<file path="src/rtl/mem_rr_arbiter_pkg.sv">
// Shared types and defaults for the two-port round-robin register-file arbiter.
package mem_rr_arbiter_pkg;

  localparam int unsigned DEF_DATA_W = 8;
  localparam int unsigned DEF_ADDR_W = 3;

  typedef enum logic {
    ST_IDLE   = 1'b0,
    ST_ACCESS = 1'b1
  } state_t;

  // One-hot winner from two requests; pref=1 favours port 1 on contention.
  function automatic logic [1:0] rr_pick(input logic [1:0] req, input logic pref);
    if (req == 2'b11) return pref ? 2'b10 : 2'b01;
    return req;
  endfunction

endpackage

</file>
<file path="src/rtl/mem_rr_arbiter_if.sv">
// Bus bundle between the two masters and the arbiter (command in, grant/read data out).
interface mem_rr_arbiter_if
  import mem_rr_arbiter_pkg::*;
#(
  parameter int unsigned DATA_W = DEF_DATA_W,
  parameter int unsigned ADDR_W = DEF_ADDR_W
);
  logic              req0;
  logic              we0;
  logic [ADDR_W-1:0] addr0;
  logic [DATA_W-1:0] wdata0;
  logic              req1;
  logic              we1;
  logic [ADDR_W-1:0] addr1;
  logic [DATA_W-1:0] wdata1;
  logic              gnt0;
  logic              gnt1;
  logic              rvalid0;
  logic              rvalid1;
  logic [DATA_W-1:0] rdata;
  logic              busy;

  modport slave (
    input  req0, we0, addr0, wdata0, req1, we1, addr1, wdata1,
    output gnt0, gnt1, rvalid0, rvalid1, rdata, busy
  );

  modport master (
    output req0, we0, addr0, wdata0, req1, we1, addr1, wdata1,
    input  gnt0, gnt1, rvalid0, rvalid1, rdata, busy
  );
endinterface

</file>
<file path="src/rtl/mem_rr_arbiter_rr_arb2.sv">
// Two-way round-robin arbiter; pointer moves to favour the loser on every accepted grant.
module rr_arb2
  import mem_rr_arbiter_pkg::*;
(
  input  logic       clk,
  input  logic       rst_n,
  input  logic [1:0] i_req,
  input  logic       i_accept,
  output logic [1:0] o_grant
);
  logic r_pref;

  assign o_grant = rr_pick(i_req, r_pref);

  always_ff @(posedge clk or negedge rst_n) begin
    if (!rst_n)
      r_pref <= 1'b0;
    else if (i_accept && (|o_grant))
      r_pref <= o_grant[0];
  end
endmodule

</file>
<file path="src/rtl/mem_rr_arbiter.sv">
// Register-file memory shared by two masters: IDLE picks a winner, ACCESS performs one word op.
module mem_rr_arbiter
  import mem_rr_arbiter_pkg::*;
#(
  parameter int unsigned DATA_W = DEF_DATA_W,
  parameter int unsigned ADDR_W = DEF_ADDR_W
)(
  input  logic           clk,
  input  logic           rst_n,
  mem_rr_arbiter_if.slave bus
);
  localparam int unsigned DEPTH = 1 << ADDR_W;

  state_t            r_state, w_next;
  logic [1:0]        w_req, w_grant;
  logic              w_accept;
  logic [1:0]        r_gnt, r_rvalid;
  logic              r_we;
  logic [ADDR_W-1:0] r_addr;
  logic [DATA_W-1:0] r_wdata, r_rdata;
  logic [DATA_W-1:0] r_mem [DEPTH];
  logic              w_rd_op, w_wr_op;

  assign w_req = {bus.req1, bus.req0};

  rr_arb2 u_arb (
    .clk      (clk),
    .rst_n    (rst_n),
    .i_req    (w_req),
    .i_accept (w_accept),
    .o_grant  (w_grant)
  );

  always_ff @(posedge clk or negedge rst_n) begin
    if (!rst_n) r_state <= ST_IDLE;
    else        r_state <= w_next;
  end

  always_comb begin
    w_next   = r_state;
    w_accept = 1'b0;
    case (r_state)
      ST_IDLE: begin
        if (|w_req) begin
          w_next   = ST_ACCESS;
          w_accept = 1'b1;
        end
      end
      ST_ACCESS: w_next = ST_IDLE;
      default:   w_next = ST_IDLE;
    endcase
  end

  always_ff @(posedge clk or negedge rst_n) begin
    if (!rst_n) begin
      r_gnt   <= '0;
      r_we    <= 1'b0;
      r_addr  <= '0;
      r_wdata <= '0;
    end else begin
      r_gnt <= w_accept ? w_grant : '0;
      if (w_accept) begin
        r_we    <= w_grant[0] ? bus.we0    : bus.we1;
        r_addr  <= w_grant[0] ? bus.addr0  : bus.addr1;
        r_wdata <= w_grant[0] ? bus.wdata0 : bus.wdata1;
      end
    end
  end

  // The grant is still high during ACCESS, so it doubles as the owner tag for rvalid.
  assign w_wr_op = (r_state == ST_ACCESS) &&  r_we;
  assign w_rd_op = (r_state == ST_ACCESS) && !r_we;

  always_ff @(posedge clk or negedge rst_n) begin
    if (!rst_n) begin
      for (int unsigned i = 0; i < DEPTH; i++) r_mem[i] <= '0;
    end else if (w_wr_op) begin
      r_mem[r_addr] <= r_wdata;
    end
  end

  always_ff @(posedge clk or negedge rst_n) begin
    if (!rst_n) begin
      r_rvalid <= '0;
      r_rdata  <= '0;
    end else begin
      r_rvalid <= w_rd_op ? r_gnt : '0;
      if (w_rd_op) r_rdata <= r_mem[r_addr];
    end
  end

  assign bus.gnt0    = r_gnt[0];
  assign bus.gnt1    = r_gnt[1];
  assign bus.rvalid0 = r_rvalid[0];
  assign bus.rvalid1 = r_rvalid[1];
  assign bus.rdata   = r_rdata;
  assign bus.busy    = (r_state == ST_ACCESS);
endmodule

</file>
<file path="src/flat_wrapper.sv">
// flat-port wrapper written by rule: the top's interface ports become plain ports
module mem_rr_arbiter_flat import mem_rr_arbiter_pkg::*;
#(
  parameter int unsigned DATA_W = DEF_DATA_W,
  parameter int unsigned ADDR_W = DEF_ADDR_W
)
  (clk, rst_n, bus_req0, bus_we0, bus_addr0, bus_wdata0, bus_req1, bus_we1, bus_addr1, bus_wdata1, bus_gnt0, bus_gnt1, bus_rvalid0, bus_rvalid1, bus_rdata, bus_busy);
  mem_rr_arbiter_if #(.DATA_W(DATA_W), .ADDR_W(ADDR_W)) bus_i ();
  input  logic clk;
  input  logic rst_n;
  input wire logic [$bits(bus_i.req0)-1:0] bus_req0;
  input wire logic [$bits(bus_i.we0)-1:0] bus_we0;
  input wire logic [$bits(bus_i.addr0)-1:0] bus_addr0;
  input wire logic [$bits(bus_i.wdata0)-1:0] bus_wdata0;
  input wire logic [$bits(bus_i.req1)-1:0] bus_req1;
  input wire logic [$bits(bus_i.we1)-1:0] bus_we1;
  input wire logic [$bits(bus_i.addr1)-1:0] bus_addr1;
  input wire logic [$bits(bus_i.wdata1)-1:0] bus_wdata1;
  output wire logic [$bits(bus_i.gnt0)-1:0] bus_gnt0;
  output wire logic [$bits(bus_i.gnt1)-1:0] bus_gnt1;
  output wire logic [$bits(bus_i.rvalid0)-1:0] bus_rvalid0;
  output wire logic [$bits(bus_i.rvalid1)-1:0] bus_rvalid1;
  output wire logic [$bits(bus_i.rdata)-1:0] bus_rdata;
  output wire logic [$bits(bus_i.busy)-1:0] bus_busy;
  assign bus_i.req0 = bus_req0;
  assign bus_i.we0 = bus_we0;
  assign bus_i.addr0 = bus_addr0;
  assign bus_i.wdata0 = bus_wdata0;
  assign bus_i.req1 = bus_req1;
  assign bus_i.we1 = bus_we1;
  assign bus_i.addr1 = bus_addr1;
  assign bus_i.wdata1 = bus_wdata1;
  assign bus_gnt0 = bus_i.gnt0;
  assign bus_gnt1 = bus_i.gnt1;
  assign bus_rvalid0 = bus_i.rvalid0;
  assign bus_rvalid1 = bus_i.rvalid1;
  assign bus_rdata = bus_i.rdata;
  assign bus_busy = bus_i.busy;
  mem_rr_arbiter #(.DATA_W(DATA_W), .ADDR_W(ADDR_W)) u_core (.clk(clk), .rst_n(rst_n), .bus(bus_i));
endmodule
</file>
<file path="config.mk">
export PLATFORM = sky130hd
export DESIGN_NAME = mem_rr_arbiter_flat
export DESIGN_NICKNAME = d
export VERILOG_FILES = /design/src/rtl/mem_rr_arbiter_pkg.sv /design/src/rtl/mem_rr_arbiter_if.sv /design/src/rtl/mem_rr_arbiter_rr_arb2.sv /design/src/rtl/mem_rr_arbiter.sv /design/src/flat_wrapper.sv
export SDC_FILE = /design/constraint.sdc
export NUM_CORES = 1
export LEC_CHECK = 0
export CORE_ASPECT_RATIO = 1.75
export CORE_MARGIN = 4
export CORE_UTILIZATION = 50
export DETAILED_ROUTE_END_ITERATION = 6
export PLACE_DENSITY_LB_ADDON = 0.08
export SKIP_CTS_REPAIR_TIMING = 1
export SYNTH_ARGS = -nofsm -noshare
export SYNTH_HDL_FRONTEND = slang
export SYNTH_SLANG_ARGS = --single-unit
export TNS_END_PERCENT = 5
</file>
<file path="constraint.sdc">
create_clock -name clk -period 5.2 [get_ports clk]
set_clock_uncertainty 0.15 [all_clocks]
set_input_delay 1.04 -clock clk [delete_from_list [all_inputs] [get_ports clk]]
set_output_delay 1.04 -clock clk [all_outputs]
set_load 0.1 [all_outputs]
</file>
==> metrics.yaml, run 1 <==
grt:
  grt_max_degree: 60
  gr-max-usage-layer: "met2"
  grt_pass1_vias: 2375
  overflow: 0
  gr-usage-met3_pct: 4.654
  met1_usage_pct: 24.66
  met2_usage_pct: 28.28
  grtUsageTotal_pct: 18.09
  grt_pass1_wl_mm: 13.25
  grt_antenna_before_repair: 0
placed_design:
  place_hpwl_mm: 5.290
  placed_area_sq_mm: 0.004493
  preCtsSetupSlack_ns: 2.232
  io_buffers: 40
  place_congestion: 0.7350
cts:
  cts_sinks: 90
  cts_made_buffers: 9
  cts_tree: "done"
  clk_pin_slew_ns: 0.06
  clk_latency_ns: 0.33
  htree_levels: 3
  clockBufferDepth: 2
  root_buffer: "clkbuf_16"
finish:
  fin_area_sq_mm: 0.004765
  area_growth_pct: 17.39
  fill_cells: 644
  multi_input_area_sq_mm: 0.001703
  drive_above_1_share_pct: 29.84
  seq_area_sq_mm: 0.002253
  layout.nets: 339
  diodes: 0
floorplan:
  die_area_sq_mm: 0.009680
  die_h_um: 127.2
  core_sq_mm: 0.007909
  die_w_um: 76.11
  fp-row-count: 43
  io_pins: 41
  initial_core_util_pct: 51.32
setup_path:
  cp_max_fo: 7
  path_class: "register to output pin"
  slowest_stage: "clkdlybuf4s50_1"
  regToRegSetupSlack_ns: 2.62
  critPathBufInv: 1
  end_kind: "output pin"
  crit_family: "buffers and inverters"
  crit_path_cell_trace: "clkdlybuf4s50_1"
  arrival_ns: 2.05
  crit_required_ns: 4.01
  start_kind: "register"
  slowest_delay_ns: 1.20
sta:
  drv_slew: 0
  rsz0062_at_grt: "false"
  hold_slack_ns: 0.3290
  fin_tns_setup_ns: 0
  fmax_mhz: 308.3
  setup_viol: 0
  fin_ws_ns: 1.957
  relSlewSlack_pct: 27.09
  tightestPinTransition_ns: 1.094
  min_period_over_period_pct: 62.37
  finalHoldViolCount: 0
  finalCriticalPeriod_ns: 3.243
synth:
  yosys_warnings: 0
  async_reset_ff_share_pct: 100.0
  synth_top_area_share_pct: 55.49
  ys_seq_elements: 90
  synthesis.nets: 300
  synth-edff-count: 0
  synth.cell_area_sq_mm: 0.004059
  synth_most_common_cell: "dfrtp_1"
  synth_commonest_cells: "dfrtp_1 (90), mux2_2 (44), mux2i_1 (32)"
  synth.area.top_cells: "dfrtp_1 (55%), mux2_2 (12%), mux2i_1 (7.9%)"
  synth_flop_cell: "dfrtp_1"
  netlist_instances: 272
  synth_cell_type_count: 26
  avgSynthCellArea_sq_um: 14.92
  synth_top_area_cell: "dfrtp_1"
  ys_seq_area_share_pct: 55.49
routing:
  viasPerCell: 5.748
  wl_per_cell_um: 20.55
  drc_errors: 0
  first_iter_violations: 80
  firstDrtPassIters: 4
  final_antenna_net_count: 0
  wl_mm: 8.321
  vias: 2328
hold_path:
  hp-class: "register to register"
run_status:
  status: "finished clean"
pwr:
  peakVddDrop_v: 0.0002268
  powerDensity_mw_per_mm2: 532.0
  p_leak_nw: 2.196
flow_run:
  cap_viol_max_count: 0
power by group:
group / internal [mW] / switching (mW)
logic: 0.419 / 0.362
registers: 0.954 / 0.211
clock network: 0.345 / 0.245
total: 1.72 / 0.818
cells by family (layout without fill, tap and decap cells):
family | count (synthesis) | count (layout) | share of synthesized area, %
compound gates | 24 | 24 | 4.748
mux | 104 | 104 | 31.57
flops | 90 | 90 | 55.49
simple gates | 36 | 36 | 5.518
buf+inv | 18 | 61 | 2.682
through the flow:
| stage | total power, mW | instances | utilization [%] |
|---|---|---|---|
| global route | 2.666 | 405 | 60.24 |
| detailed placement | 1.965 | 390 | 56.81 |
| global placement | 1.935 | 390 | 56.81 |
| floorplan | 1.760 | 272 | - |
| CTS | 2.565 | 405 | 60.24 |
| finish | 2.535 | 405 | 60.24 |
layout by cell type (no fill, tap or decap), types with 2 or more instances in the layout:
cell,netlist,final
a221o_1,12,12
and2_1,12,12
buf_4,2,2
clkbuf_16,0,9
clkbuf_8,0,2
clkdlybuf4s50_1,0,39
clkinv_2,0,3
dfrtp_1,90,89
inv_1,5,5
mux2_1,4,4
mux2_2,44,44
mux2_4,16,16
mux2i_1,32,32
mux4_2,8,8
nand2_1,9,9
nand2b_1,2,2
nor2_1,2,2
nor2_2,6,6
o21ai_1,8,8
or3_1,2,2
sequential cells by signal, summed over array words and instances (netlist names):
name	cells
u_core.r_addr	3
u_core.r_gnt	2
u_core.r_mem	64
u_core.bus.busy	1
u_core.r_we	1
u_core.r_rvalid	2
u_core.r_wdata	8
u_core.u_arb.r_pref	1
u_core.bus.rdata	8
routing by layer:
layer | wire length [um] | up-vias
li1 | - | 1072
met1 | 3877 | 1203
met2 | 4042 | 46
met3 | 308 | 7
met4 | 93 | 0
met5 | 0 | -
area by class of cell:
type	count	area share, %
clock buffers	12	5.383
clock inverters	3	0.3151
inverters	5	0.3939
multi-input cells	164	35.74
flip-flops and latches	90	47.30
well taps	90	2.363
repair buffers	41	8.508
worst register-to-register path: cells and delay by family, from the launching register on:
| kind | cells | cell delay, ns |
|---|---|---|
| muxes | 1 | 0.41 |
| and+or+nand+nor | 2 | 0.81 |
| DFF | 1 | 1.09 |
path summary, 6_finish.rpt:
kind | startpoint | end | cells past startpoint
max | u_core.bus.busy | bus_busy | 1
min | u_core.bus.rdata[4] | u_core.bus.rdata[4] | 2
max reg2reg | u_core.r_addr[0] | u_core.r_mem[1] | 3
min reg2reg | u_core.bus.rdata[4] | u_core.bus.rdata[4] | 2
max in group asynchronous | rst_n | u_core.r_gnt[1] | 2
min in group asynchronous | rst_n | u_core.r_mem[28] | 1
No activity file was read; power rests on OpenSTA's default activity.
==> run 2: changes to the inputs <==
Clock period 5.2 ns to 3.2 ns, I/O delays scaled along.
==> run 2 against run 1 <==
Net effect: final area rose by 0.10%; clock-buffer cell count rose by 2; setup slack got worse by 1.1 ns; global-route usage grew 0.86 points; die area did not move; register-to-register slack got worse by 1.7 ns; clock power grew 63%; core utilization is 0.063 points higher; power is 62% higher; wire length up 1.6%; critical path type is now register to register; largest power group unchanged.
==> metrics.yaml, run 2 (synthesis results as in run 1) <==
floorplan:
  core_sq_mm: 0.007909  # unchanged
  die_area_sq_mm: 0.009680  # unchanged
  fp-row-count: 43  # unchanged
  initial_core_util_pct: 51.32  # unchanged
  die_w_um: 76.11  # unchanged
  io_pins: 41  # unchanged
  die_h_um: 127.2  # unchanged
sta:
  drv_slew: 0  # unchanged
  fin_tns_setup_ns: 0  # unchanged
  relSlewSlack_pct: 49.36  # +22 points
  finalHoldViolCount: 0  # unchanged
  rsz0062_at_grt: "false"
  min_period_over_period_pct: 71.81
  finalCriticalPeriod_ns: 2.298
  tightestPinTransition_ns: 0.7596  # -0.3341 ns
  setup_viol: 0  # unchanged
  fmax_mhz: 435.2
finish:
  layout.nets: 343  # +1.2%
  diodes: 0  # unchanged
  largest_register: "u_core.r_mem"
  largest_reg_flops: 64  # unchanged
  area_growth_pct: 17.51
  layout_commonest_cell: "dfrtp_1"
  drive_above_1_share_pct: 34.06  # +4.2 points
  mostFrequentLayoutCells: "dfrtp_1 (89), mux2_2 (44), mux2i_1 (32)"
hold_path:
  hp-class: "input port to async pin"
pwr:
  power.total_mw: 4.116  # +62%
  pwr-share-clk_pct: 23.3  # about the same
  pwr-share-comb_pct: 31.3  # +0.5 points
  p_sw_mw: 1.347  # +65%
  powerDensity_mw_per_mm2: 863.0  # +62%
  peakVddDrop_v: 0.0004034  # +78%
  seq_power_share_pct: 45.4  # -0.6 points
  p_int_mw: 2.769  # +61%
  p_leak_nw: 2.230  # +1.5%
  swShare_pct: 32.73  # +0.47 points
routing:
  top_layer: "met4"
  wl_mm: 8.457  # +1.6%
  vias: 2325  # -0.13%
  wl_met1_mm: 3.961  # +2.2%
  wl_per_cell_um: 20.63  # +0.39%
  final_antenna_net_count: 0  # unchanged
  viasPerCell: 5.671  # -1.3%
  wl_met2_mm: 4.116  # +1.8%
  first_iter_violations: 134  # +68%
  wl_met3_um: 283  # -8.1%
  drc_errors: 0  # unchanged
  firstDrtPassIters: 4  # unchanged
setup_path:
  end_kind: "register"
  r2r-end: "u_core.r_mem[56]"
  rr_startpoint: "u_core.r_addr[2]"
  cp_max_fo: 11  # +4
  crit_path_cell_trace: "nand3b_4, or3_1, mux2_4"
  worstSetupStartpoint: "u_core.r_addr[2]"
  start_kind: "register"
  cp-endpoint: "u_core.r_mem[56]"
  slowest_delay_ns: 0.83  # -0.37 ns
  regToRegSetupSlack_ns: 0.90  # -1.72 ns
  path_class: "register to register"
  slowest_stage: "dfrtp_1"
  crit_required_ns: 3.27  # -0.74 ns
  r2r_cells: 3  # unchanged
  arrival_ns: 2.37  # +0.32 ns
placed_design:
  io_buffers: 40  # unchanged
  place_congestion: 0.7479  # +1.8%
  place_hpwl_mm: 5.419  # +2.4%
grt:
  grt_antenna_before_repair: 0  # unchanged
  grtUsageTotal_pct: 18.94  # +0.86 points
  grt_max_degree: 52  # -13%
  overflow: 0  # unchanged
  grt_pass1_vias: 2527  # +6.4%
  grt_pass1_wl_mm: 13.94  # +5.2%
run_status:
  status: "finished clean"
cts:
  clk_pin_slew_ns: 0.06  # about the same
  clockBufferDepth: 2  # unchanged
  cts_made_buffers: 9  # unchanged
  htree_levels: 3  # unchanged
  cts_tree: "done"
  clk_latency_ns: 0.34  # about the same
  root_buffer: "clkbuf_16"
  cts_sinks: 90  # unchanged
flow_run:
  cap_viol_max_count: 0  # unchanged
[run 2: per-layer routing]
layer / track usage [%] / vias to the layer above
met3: 3.526 / 9
met1: 25.40 / 1191
li1: - / 1080
met2: 30.56 / 45
met4: 7.415 / 0
met5: 0 / -
[run 2: how the worst min path moves through the flow]
| stage | from | slack [ns] | depth (start not counted) | end |
|---|---|---|---|---|
| finish | rst_n | 0.18 | 1 | u_core.r_mem[4] |
| global route | rst_n | 0.23 | 1 | u_core.r_mem[4] |
| CTS | rst_n | 0.20 | 1 | u_core.r_mem[23] |
| detailed placement | u_core.r_mem[40] | 0.33 | 1 | u_core.r_mem[40] |
| global placement | u_core.r_mem[40] | 0.32 | 1 | u_core.r_mem[40] |
| floorplan | rst_n | 0.19 | 0 | u_core.bus.busy |
[run 2: power groups by stage]
stage / Combinational, mW / Sequential (mW) / Clock, mW
after floorplan: 0.825 / 2.04 / 0
after global placement: 1.27 / 1.87 / 0
after detailed placement: 1.30 / 1.88 / 0
after CTS: 1.31 / 1.87 / 0.982
after global routing: 1.39 / 1.93 / 1.04
final: 1.29 / 1.87 / 0.960
[run 2: area by class of cell]
cell class	count	area, sq um
clock inverter	2	12.51
tap	90	112.6
timing repair buffer	45	415.4
fill	641	3139
inverter	5	18.77
sequential	90	2253
multi-input combinational	164	1703
clock buffer	14	254.0
[run 2: critical path: cells and delay by family (launching register included)]
kind | cells | cell delay, ns
muxes | 1 | 0.36
DFF | 1 | 0.83
and+or+nand+nor | 2 | 0.84
[run 2: per-stage QoR]
stage	hold slack [ns]	setup WS, ns	cell area (sq um)	utilization, %	cells
6_report	0.1804	0.9022	4770	60.31	410
5_1_grt	0.2341	0.7998	4770	60.31	410
4_1_cts	0.2036	0.8851	4770	60.31	410
3_5_place_dp	0.3254	0.8971	4503	56.94	394
3_3_place_gp	0.3168	0.9392	4503	56.94	394
2_1_floorplan	0.1944	0.9111	4059	-	272
==> run 3: changes to the inputs <==
Clock period 3.2 ns to 2 ns, I/O delays scaled along.
==> run 3 against run 2 <==
Net effect: critical endpoint is now u_core.bus.rdata[3]; highest routed layer unchanged; sequential cell count unchanged; clock power rose by 53%; sequential share of layout area down 3.2 points; final cell count rose by 4.6%; final area up 7.2%; combinational power rose by 82%; power increased by 65%; largest power group unchanged; register-to-register slack got worse by 0.70 ns; die area unchanged; non-clock buffer count up 23; worst hold slack improved by 0.16 ns; wire length decreased by 0.31%.
==> metrics.yaml, run 3 (synthesis results as in run 1) <==
flow_run:
  cap_viol_max_count: 0  # unchanged
grt:
  grt_max_degree: 40  # -23%
  gr-max-usage-layer: "met2"
  grt_pass1_wl_mm: 13.98  # +0.29%
  grt_pass1_vias: 2689  # +6.4%
  gr-usage-met3_pct: 4.795  # +1.3 points
  grtUsageTotal_pct: 18.90  # -0.046 points
  met1_usage_pct: 24.80  # -0.60 points
  overflow: 0  # unchanged
  grt_antenna_before_repair: 0  # unchanged
  met2_usage_pct: 29.24  # -1.3 points
hold_path:
  hold_path_depth: 1
  whs_endpoint: "u_core.r_mem[41]"
  hp-start: "u_core.r_mem[41]"
  hp-class: "register to register"
finish:
  diodes: 0  # unchanged
  mostFrequentLayoutCells: "dfrtp_1 (88), mux2_2 (44), mux2i_1 (32)"
  utilization_pct: 64.67  # +4.4 points
  fin_area_sq_mm: 0.005115  # +7.2%
  largest_register: "u_core.r_mem"
  area_growth_pct: 26.02
  drive_above_1_share_pct: 38.64  # +4.6 points
  layout.nets: 366  # +6.7%
  largest_reg_flops: 64  # unchanged
  final_cell_count_no_fill: 429  # +4.6%
  layout_commonest_cell: "dfrtp_1"
setup_path:
  path_class: "register to register"
  r2r_cells: 4  # +1
  crit_required_ns: 2.11  # -1.16 ns
  worstSetupStartpoint: "u_core.r_addr[0]"
  cp_max_fo: 12  # +1
  regToRegSetupSlack_ns: 0.20  # -0.70 ns
  r2r-end: "u_core.bus.rdata[3]"
  start_kind: "register"
  rr_startpoint: "u_core.r_addr[0]"
  arrival_ns: 1.91  # -0.46 ns
  end_kind: "register"
cts:
  cts_made_buffers: 9  # unchanged
  cts_sinks: 90  # unchanged
  cts_tree: "done"
  clockBufferDepth: 2  # unchanged
  root_buffer: "clkbuf_16"
  clk_latency_ns: 0.34  # about the same
  clk_pin_slew_ns: 0.06  # about the same
  htree_levels: 3  # unchanged
sta:
  hold_slack_ns: 0.3361  # +0.1557 ns
  relSlewSlack_pct: 52.83  # +3.5 points
  min_period_over_period_pct: 90.10  # +18 points
  finalCriticalPeriod_ns: 1.802  # -0.4958 ns
  fmax_mhz: 554.9  # +28%
  drv_slew: 0  # unchanged
  tightestPinTransition_ns: 0.7076  # -0.05198 ns
  setup_viol: 0  # unchanged
  fin_tns_setup_ns: 0  # unchanged
  rsz0062_at_grt: "false"
  fin_ws_ns: 0.1980  # -0.7042 ns
  finalHoldViolCount: 0  # unchanged
placed_design:
  placed_area_sq_mm: 0.004857  # +7.9%
  placed_cells: 416  # +5.6%
  place_hpwl_mm: 5.878  # +8.5%
  io_buffers: 40  # unchanged
  preCtsSetupSlack_ns: 0.02675  # -0.8703 ns
  place_congestion: 0.7801  # +4.3%
run_status:
  status: "finished clean"
floorplan:
  fp-row-count: 43  # unchanged
  core_sq_mm: 0.007909  # unchanged
  die_w_um: 76.11  # unchanged
  die_h_um: 127.2  # unchanged
  initial_core_util_pct: 51.32  # unchanged
  die_area_sq_mm: 0.009680  # unchanged
  io_pins: 41  # unchanged
routing:
  wl_per_cell_um: 19.65  # -4.7%
  drc_errors: 0  # unchanged
  wl_mm: 8.431  # -0.31%
  firstDrtPassIters: 4  # unchanged
  final_antenna_net_count: 0  # unchanged
  first_iter_violations: 119  # -11%
  vias: 2460  # +5.8%
  viasPerCell: 5.734  # +1.1%
pwr:
  power.total_mw: 6.790  # +65%
  peakVddDrop_v: 0.0006221  # +54%
  p_leak_nw: 2.393  # +7.3%
  powerDensity_mw_per_mm2: 1327  # +54%
==> run 3: layer usage <==
metal | routed length, um | up-vias
met5 | 0 | -
met4 | 206 | 0
met3 | 382 | 16
met2 | 4139 | 61
met1 | 3703 | 1265
li1 | - | 1118
==> run 3: worst max-delay path by stage <==
stage / end / slack, ns / depth (start not counted)
5_1_grt: u_core.bus.rdata[6] / 0.14 / 4
4_1_cts: u_core.bus.rdata[3] / 0.19 / 4
6_report: u_core.bus.rdata[3] / 0.20 / 4
3_3_place_gp: u_core.r_addr[0] / 0.04 / 4
2_1_floorplan: u_core.r_mem[56] / 0.05 / 4
3_5_place_dp: u_core.r_wdata[3] / 0.03 / 4
==> run 3: final cells by class <==
cell class	count	area (sq um)
Multi-Input combinational cell	164	1703
Clock inverter	1	5.005
Inverter	5	18.77
Fill cell	622	2794
Timing Repair Buffer	68	778.2
Sequential cell	90	2255
Clock buffer	11	242.7
Tap cell	90	112.6
==> run 3: power by group <==
group	leakage (nW)	total [mW]	internal, mW	switching, mW
logic	1.11	2.35	1.29	1.06
registers	1.16	2.97	2.48	0.483
clock network	0.123	1.47	0.845	0.625
total	2.39	6.79	4.62	2.17
==> run 3: critical path: stages (launching register included) <==
cell	delay, ns
dfrtp_2	0.53
buf_4	0.31
mux2i_1	0.12
mux4_2	0.47
o21ai_1	0.14
